## config.mk

```make
export PLATFORM = sky130hd
export DESIGN_NAME = servo_link_master_flat
export DESIGN_NICKNAME = d
export VERILOG_FILES = /design/src/rtl/servo_pkg.sv /design/src/rtl/parallelel_spi.sv /design/src/rtl/servo_byte_pacer.sv /design/src/rtl/servo_link_master.sv /design/src/flat_wrapper.sv
export SDC_FILE = /design/constraint.sdc
export NUM_CORES = 1
export LEC_CHECK = 0
export CORE_MARGIN = 4
export CORE_UTILIZATION = 53
export CTS_CLUSTER_DIAMETER = 60
export DETAILED_ROUTE_END_ITERATION = 8
export GPL_TIMING_DRIVEN = 0
export PLACE_DENSITY = 0.8
export SETUP_SLACK_MARGIN = 0.3
export SLEW_MARGIN = 40
export SYNTH_ARGS = -nofsm -noshare
export SYNTH_HDL_FRONTEND = slang
export SYNTH_SLANG_ARGS = --single-unit
export TNS_END_PERCENT = 100
```

## constraint.sdc

```tcl
create_clock -name clk -period 2.67 [get_ports clk]
set_input_delay 0.534 -clock clk [delete_from_list [all_inputs] [get_ports clk]]
set_output_delay 0.534 -clock clk [all_outputs]
set_load 0.005 [all_outputs]
```

## src/rtl/servo_pkg.sv

```systemverilog
// rtl/servo_pkg.sv - shared constants and state type for the servo SPI link
// Purpose: link bytes, opcodes, disc/tray codes and FSM state encoding.
// Ports: none (package).
package servo_pkg;

  localparam logic [7:0] SERVO_SYNC     = 8'hDD;
  localparam logic [7:0] SERVO_SYNC_ACK = 8'hEE;
  localparam logic [7:0] SERVO_CMD_ACK  = 8'h55;
  localparam logic [7:0] SERVO_POLL     = 8'hAA;
  localparam logic [7:0] SERVO_HDR0     = 8'h03;
  localparam logic [7:0] SERVO_HDR1     = 8'hB0;
  localparam logic [7:0] SERVO_FILL     = 8'h00;
  localparam logic [7:0] SERVO_IDLE     = 8'hFF;

  localparam logic [7:0] OP_STATUS = 8'hB0;
  localparam logic [7:0] OP_OPEN   = 8'hA6;
  localparam logic [7:0] OP_CLOSE  = 8'hA7;

  localparam logic [7:0] DISC_AUDIO  = 8'h01;
  localparam logic [7:0] DISC_NONE   = 8'h03;
  localparam logic [7:0] DISC_CDI    = 8'h04;
  localparam logic [7:0] TRAY_CLOSED = 8'h25;
  localparam logic [7:0] TRAY_OPEN   = 8'h21;

  typedef enum logic [2:0] {
    ST_SYNC       = 3'd0,
    ST_IDLE       = 3'd1,
    ST_CMD_SEND   = 3'd2,
    ST_WAIT_FAULT = 3'd3,
    ST_STAT_READ  = 3'd4
  } servo_state_e;

endpackage

```

## src/rtl/parallelel_spi.sv

```systemverilog
// rtl/parallelel_spi.sv - byte-parallel SPI link bundle between initiator and servo
// Purpose: write strobe with mosi byte out, combinational miso byte back.
// Ports: write (1-cycle strobe), mosi[7:0], miso[7:0]; master/slave modports.
interface parallelel_spi;
  logic       write;
  logic [7:0] mosi;
  logic [7:0] miso;

  modport master (output write, output mosi, input miso);
  modport slave  (input write, input mosi, output miso);
endinterface

```

## src/rtl/servo_byte_pacer.sv

```systemverilog
// rtl/servo_byte_pacer.sv - inter-byte gap down-counter for the servo link strobes
// Purpose: fire once every BYTE_GAP+1 cycles; start reloads so the first fire
//          after start is BYTE_GAP cycles later (strobe registered one cycle after).
// Ports: clk, reset_n (async active-low), start (reload), fire (gap elapsed).
module servo_byte_pacer #(
  parameter int BYTE_GAP = 16
) (
  input  logic clk,
  input  logic reset_n,
  input  logic start,
  output logic fire
);

  localparam int CW = (BYTE_GAP < 1) ? 1 : $clog2(BYTE_GAP + 1);
  localparam logic [CW-1:0] RELOAD = CW'(BYTE_GAP);

  logic [CW-1:0] cnt;

  assign fire = (cnt == '0);

  // Reset loads the full gap so the first SYNC strobe lands at cycle BYTE_GAP+1.
  always_ff @(posedge clk or negedge reset_n) begin
    if (!reset_n) begin
      cnt <= RELOAD;
    end else if (start || fire) begin
      cnt <= RELOAD;
    end else begin
      cnt <= cnt - 1'b1;
    end
  end

endmodule

```

## src/rtl/servo_link_master.sv

```systemverilog
// rtl/servo_link_master.sv - initiator side of the byte-parallel servo SPI link
// Purpose: link sync, command transfer with response capture, and reading the
//          5-byte disc-status frame after a command or a responder mode fault.
// Ports: clk, reset_n (async active-low), spi (master modport), mode_fault,
//        req_valid/req_ready/req_opcode/req_arg_len (command in),
//        rsp_valid/rsp_ack_ok/rsp_data (command response),
//        status_valid/status_disc/status_tray (disc state), link_up, error.
module servo_link_master
  import servo_pkg::*;
#(
  parameter int BYTE_GAP       = 16,
  parameter int STATUS_TIMEOUT = 4095
) (
  input  logic                clk,
  input  logic                reset_n,
  parallelel_spi.master       spi,
  input  logic                mode_fault,
  input  logic                req_valid,
  output logic                req_ready,
  input  logic [7:0]          req_opcode,
  input  logic [1:0]          req_arg_len,
  output logic                rsp_valid,
  output logic                rsp_ack_ok,
  output logic [23:0]         rsp_data,
  output logic                status_valid,
  output logic [7:0]          status_disc,
  output logic [7:0]          status_tray,
  output logic                link_up,
  output logic                error
);

  localparam int TW = $clog2(STATUS_TIMEOUT + 1);
  localparam logic [TW-1:0] TIMEOUT_VAL = TW'(STATUS_TIMEOUT);

  servo_state_e  state;
  logic [7:0]    opcode_q;
  logic [1:0]    arg_len_q;
  logic [2:0]    byte_idx;
  logic [TW-1:0] wait_cnt;
  logic          hdr_bad;
  logic [7:0]    disc_stage;
  logic          pace_start;
  logic          pace_fire;

  // mode_fault has priority over a request in the same IDLE cycle.
  assign req_ready = (state == ST_IDLE) && link_up && !mode_fault;

  // Reload the pacer on every entry into a strobing state.
  assign pace_start = ((state == ST_IDLE) && (mode_fault || req_valid))
                    || ((state == ST_WAIT_FAULT) && mode_fault);

  servo_byte_pacer #(.BYTE_GAP(BYTE_GAP)) u_pacer (
    .clk     (clk),
    .reset_n (reset_n),
    .start   (pace_start),
    .fire    (pace_fire)
  );

  // miso is evaluated in the strobe cycle (spi.write high); the next strobe
  // is only launched on a later pacer fire.
  always_ff @(posedge clk or negedge reset_n) begin
    if (!reset_n) begin
      state        <= ST_SYNC;
      spi.write    <= 1'b0;
      spi.mosi     <= SERVO_IDLE;
      rsp_valid    <= 1'b0;
      rsp_ack_ok   <= 1'b0;
      rsp_data     <= '0;
      status_valid <= 1'b0;
      status_disc  <= DISC_NONE;
      status_tray  <= TRAY_CLOSED;
      link_up      <= 1'b0;
      error        <= 1'b0;
      opcode_q     <= '0;
      arg_len_q    <= '0;
      byte_idx     <= '0;
      wait_cnt     <= '0;
      hdr_bad      <= 1'b0;
      disc_stage   <= DISC_NONE;
    end else begin
      spi.write    <= 1'b0;
      spi.mosi     <= SERVO_IDLE;
      rsp_valid    <= 1'b0;
      status_valid <= 1'b0;
      case (state)
        ST_SYNC: begin
          if (spi.write && (spi.miso == SERVO_SYNC_ACK)) begin
            link_up <= 1'b1;
            state   <= ST_IDLE;
          end else if (pace_fire) begin
            spi.write <= 1'b1;
            spi.mosi  <= SERVO_SYNC;
          end
        end
        ST_IDLE: begin
          if (mode_fault) begin
            byte_idx <= '0;
            hdr_bad  <= 1'b0;
            state    <= ST_STAT_READ;
          end else if (req_valid && req_ready) begin
            opcode_q   <= req_opcode;
            arg_len_q  <= req_arg_len;
            byte_idx   <= '0;
            rsp_data   <= '0;
            rsp_ack_ok <= 1'b0;
            state      <= ST_CMD_SEND;
          end
        end
        ST_CMD_SEND: begin
          if (spi.write) begin
            case (byte_idx)
              3'd0:    rsp_ack_ok      <= (spi.miso == SERVO_CMD_ACK);
              3'd1:    rsp_data[23:16] <= spi.miso;
              3'd2:    rsp_data[15:8]  <= spi.miso;
              default: rsp_data[7:0]   <= spi.miso;
            endcase
            if (byte_idx == {1'b0, arg_len_q}) begin
              rsp_valid <= 1'b1;
              wait_cnt  <= '0;
              state     <= ST_WAIT_FAULT;
            end else begin
              byte_idx <= byte_idx + 3'd1;
            end
          end else if (pace_fire) begin
            spi.write <= 1'b1;
            spi.mosi  <= (byte_idx == 3'd0) ? opcode_q : SERVO_FILL;
          end
        end
        ST_WAIT_FAULT: begin
          if (mode_fault) begin
            byte_idx <= '0;
            hdr_bad  <= 1'b0;
            state    <= ST_STAT_READ;
          end else if (wait_cnt == TIMEOUT_VAL) begin
            error <= 1'b1;
            state <= ST_IDLE;
          end else begin
            wait_cnt <= wait_cnt + 1'b1;
          end
        end
        ST_STAT_READ: begin
          if (spi.write) begin
            byte_idx <= byte_idx + 3'd1;
            case (byte_idx)
              3'd0: if (spi.miso != SERVO_HDR0) hdr_bad <= 1'b1;
              3'd1: if (spi.miso != SERVO_HDR1) hdr_bad <= 1'b1;
              3'd2: if (spi.miso != SERVO_FILL) hdr_bad <= 1'b1;
              3'd3: disc_stage <= spi.miso;
              default: begin
                // The whole frame is always clocked out so the responder stays
                // aligned; a bad header only suppresses the update.
                if (hdr_bad) begin
                  error <= 1'b1;
                end else begin
                  status_disc  <= disc_stage;
                  status_tray  <= spi.miso;
                  status_valid <= 1'b1;
                end
                state <= ST_IDLE;
              end
            endcase
          end else if (pace_fire) begin
            spi.write <= 1'b1;
            spi.mosi  <= SERVO_POLL;
          end
        end
        default: state <= ST_SYNC;
      endcase
    end
  end

endmodule

```

## src/flat_wrapper.sv

```systemverilog
// flat-port wrapper written by rule: the top's interface ports become plain ports
module servo_link_master_flat import servo_pkg::*;
#(
  parameter int BYTE_GAP       = 16,
  parameter int STATUS_TIMEOUT = 4095
)
  (clk, reset_n, mode_fault, req_valid, req_ready, req_opcode, req_arg_len, rsp_valid, rsp_ack_ok, rsp_data, status_valid, status_disc, status_tray, link_up, error, spi_write, spi_mosi, spi_miso);
  parallelel_spi spi_i ();
  input  logic clk;
  input  logic reset_n;
  input  logic mode_fault;
  input  logic req_valid;
  output logic req_ready;
  input  logic [7:0] req_opcode;
  input  logic [1:0] req_arg_len;
  output logic rsp_valid;
  output logic rsp_ack_ok;
  output logic [23:0] rsp_data;
  output logic status_valid;
  output logic [7:0] status_disc;
  output logic [7:0] status_tray;
  output logic link_up;
  output logic error;
  output wire logic [$bits(spi_i.write)-1:0] spi_write;
  output wire logic [$bits(spi_i.mosi)-1:0] spi_mosi;
  input wire logic [$bits(spi_i.miso)-1:0] spi_miso;
  assign spi_write = spi_i.write;
  assign spi_mosi = spi_i.mosi;
  assign spi_i.miso = spi_miso;
  servo_link_master #(.BYTE_GAP(BYTE_GAP), .STATUS_TIMEOUT(STATUS_TIMEOUT)) u_core (.clk(clk), .reset_n(reset_n), .spi(spi_i), .mode_fault(mode_fault), .req_valid(req_valid), .req_ready(req_ready), .req_opcode(req_opcode), .req_arg_len(req_arg_len), .rsp_valid(rsp_valid), .rsp_ack_ok(rsp_ack_ok), .rsp_data(rsp_data), .status_valid(status_valid), .status_disc(status_disc), .status_tray(status_tray), .link_up(link_up), .error(error));
endmodule
```

==> impl_metrics.json <==
{
  "status": "complete, no violations",
  "multi_input_area_um2": 1930,
  "fmax_mhz": 450,
  "path_class": "flop to flop",
  "drv_slew": 0,
  "p_comb_frac": 0.105,
  "fp.dieW_um": 99.2,
  "core_area_um2": 8180,
  "drtAntennaViolNets": 0,
  "regArea_um2": 2420,
  "io_pins": 77,
  "worstPathArrival_ns": 2.47,
  "grt_pass1_wl_um": 16400,
  "cp_slowest_cell": "dfrtp_2",
  "dp_hpwl_um": 6750,
  "fin_crit_sh": 0.832,
  "async_flop_share": 1.00,
  "synth_area_um2": 4410,
  "startpoint_type": "flop",
  "path_clk_slew_ns": 0.10,
  "r2r_setup_slack_ns": 0.45,
  "power_density_nw_per_um2": 541,
  "synth_nets": 406,
  "worst_slew_pin_slew_ns": 0.694,
  "final.setup.tns_ns": 0,
  "p_leak_uw": 0.00251,
  "p_int_uw": 2310,
  "synth-seq-cells": 96,
  "ys.flop_type": "dfrtp_1",
  "ys_seq_area_frac": 0.549,
  "gp_congestion": 0.900,
  "grt_overflow": 0,
  "worst-path-max-fanout": 10,
  "grt.total_usage": 0.209,
  "power_switching_share": 0.243,
  "n_antenna_cell": 0,
  "clockRootBuffer": "clkbuf_8",
  "wirelength_um": 9700,
  "hp-class": "primary input to async pin",
  "cpPeakStageDelay_ns": 0.42,
  "p_switching_uw": 742,
  "cts_tree": "yes",
  "grt_max_degree": 62,
  "dieArea_um2": 9850,
  "slew_headroom": 0.536,
  "stdcell_area_um2": 5640,
  "initial_core_util": 0.539,
  "route.detailed.drc": 0,
  "placed_area_um2": 5330,
  "htreeDepth": 3,
  "pwr-share-clk": 0.380,
  "worst_setup_path_end_kind": "flop",
  "synth_edf_count": 0,
  "ys_warn_count": 0,
  "grt_setup_unrepaired": "false",
  "first_iter_violations": 114,
  "hold_viol_final": 0,
  "dr.pass1.iters": 5,
  "fill_cells": 610,
  "avgSynthCellArea_um2": 11.7,
  "numCtsBuffers": 9,
  "syn2layout_area_growth_pct": 27.9,
  "rows": 33,
  "insertion_delay_ns": 0.36,
  "critical_path_required_ns": 2.92,
  "cp_common_cell": "nand2b_1",
  "seq_power_share": 0.515,
  "synth_cell_types": 53,
  "crit_chain": "inv_1, ha_1, nor3_4, o21ai_1, nand2b_1, nand2b_1, buf_2, buf_4, mux2_1",
  "port_buffers": 75,
  "cts.sinks": 96,
  "max-clock-path-buffers": 2,
  "die_y_um": 99.2,
  "total_power_uw": 3060,
  "holdWs_ns": 0.0289,
  "synthCells": 376,
  "dpl_worst_slack_ns": 0.240,
  "nNetsFinal": 496,
  "vias": 3218,
  "drive_above_1_share": 0.176,
  "maxCapViolCount": 0,
  "wl_per_cell_um": 16.8,
  "period_minus_slack_ns": 2.22,
  "holdBufCountCts": 0,
  "routed_via_density": 5.59,
  "setup_ws_ns": 0.448,
  "antenna_found_initial": 0,
  "setup_viol_count_final": 0,
  "clock_skew_ns": 0.0115,
  "grt_pass1_vias": 3334,
  "irDropWorstVdd_uv": 337
}
flip-flops by register name, indices dropped and copies added, names as in the netlist, 2 cells and up:
name	count
u_core.status_disc	8
u_core.disc_stage	8
u_core.state	3
u_core.spi.mosi	8
u_core.rsp_data	24
u_core.byte_idx	3
u_core.opcode_q	8
u_core.status_tray	8
u_core.u_pacer.cnt	5
u_core.arg_len_q	2
u_core.wait_cnt	12
cell usage in the layout (no fill, tap or decap), drive strengths merged, types with 11 or more instances in the layout:
| master | n |
|---|---|
| inv | 15 |
| nor2 | 30 |
| dfrtp | 80 |
| clkbuf | 12 |
| dfstp | 16 |
| xnor2 | 12 |
| nand3 | 11 |
| a21oi | 16 |
| clkdlybuf4s50 | 73 |
| nand2 | 38 |
| mux2 | 51 |
| buf | 13 |
| o21ai | 16 |
layer usage:
layer | track usage | up-vias | wire [um]
li1 | - | 1495 | -
met1 | 0.266 | 1597 | 4120
met2 | 0.341 | 113 | 4650
met3 | 0.0771 | 13 | 809
met4 | 0.0483 | 0 | 119
met5 | 0 | - | 0
synthesized netlist by cell type (4+ instances only):
| cell | count | area [um2] |
|---|---|---|
| and2_1 | 9 | 56.3 |
| xnor2_1 | 12 | 105 |
| buf_2 | 8 | 40.0 |
| a21oi_1 | 16 | 80.1 |
| o21ai_1 | 5 | 25.0 |
| nor2_1 | 28 | 105 |
| dfrtp_1 | 80 | 2000 |
| mux2_1 | 33 | 372 |
| mux2_2 | 18 | 203 |
| nand2b_1 | 6 | 37.5 |
| nand3_1 | 10 | 50.1 |
| nor3_1 | 7 | 35.0 |
| a211oi_2 | 4 | 50.1 |
| nand2_1 | 38 | 143 |
| o21ai_0 | 10 | 50.1 |
| inv_1 | 12 | 45.0 |
| dfstp_2 | 16 | 420 |
| nand4_1 | 6 | 37.5 |
| nor2b_1 | 5 | 31.3 |
| ha_1 | 8 | 100 |
stage by stage:
stage                     utilization  instances
after detailed placement        0.651        557
after global routing            0.690        576
after floorplan                     -        376
final                           0.690        576
after CTS                       0.686        575
after global placement          0.647        556
path summary, 6_finish.rpt:
check / from / to / cells after the start
max: u_core.byte_idx[1] / u_core.status_tray[1] / 9
min: reset_n / u_core.opcode_q[6] / 1
max reg2reg: u_core.byte_idx[1] / u_core.status_tray[1] / 9
min reg2reg: u_core.u_pacer.cnt[0] / u_core.u_pacer.cnt[0] / 1
max in group asynchronous: reset_n / u_core.status_tray[5] / 2
min in group clk: u_core.u_pacer.cnt[0] / u_core.u_pacer.cnt[0] / 1
critical path, delay by kind of cell, from the launching register on:
| family | cells | cell delay (ns) |
|---|---|---|
| and+or+nand+nor | 3 | 0.58 |
| DFF | 1 | 0.42 |
| adders and majority gates | 1 | 0.24 |
| muxes | 1 | 0.32 |
| buffers and inverters | 3 | 0.45 |
| AOI/OAI and AO/OA | 1 | 0.09 |
power groups by stage:
stage                     logic (uW)  clock network [uW]  registers, uW
after floorplan                  178                   0           1590
after global placement           302                   0           1600
after detailed placement         322                   0           1600
after CTS                        323                1180           1570
after global routing             359                1250           1580
final                            322                1160           1570
cells by family (layout without fill, tap and decap cells):
logic type	after synthesis	after routing	share of synthesized area
AND/OR/NAND/NOR	130	130	0.158
adder cells (fa/ha/maj)	8	8	0.0227
AO/OA/AOI/OAI	52	52	0.0862
multiplexers	52	52	0.132
flip-flops	96	96	0.549
XOR/XNOR	15	15	0.0298
buffers and inverters	23	118	0.0218
area by class of cell:
type                       count  area share
sequential                    96       0.430
multi-input combinational    257       0.341
timing repair buffer          79       0.143
tap                          105      0.0233
clock buffer                   9      0.0220
clock inverter                 7      0.0220
buffer                        11      0.0106
inverter                      12     0.00798
what timing repair did:
| action | 4_1_cts | 5_1_grt |
|---|---|---|
| setup endpoints to repair | 10 | 17 |
| gates resized for setup | 5 | 9 |
| pin swaps | 1 | 1 |
| setup buffers | 2 | 1 |
No activity file was read; power rests on OpenSTA's default activity.
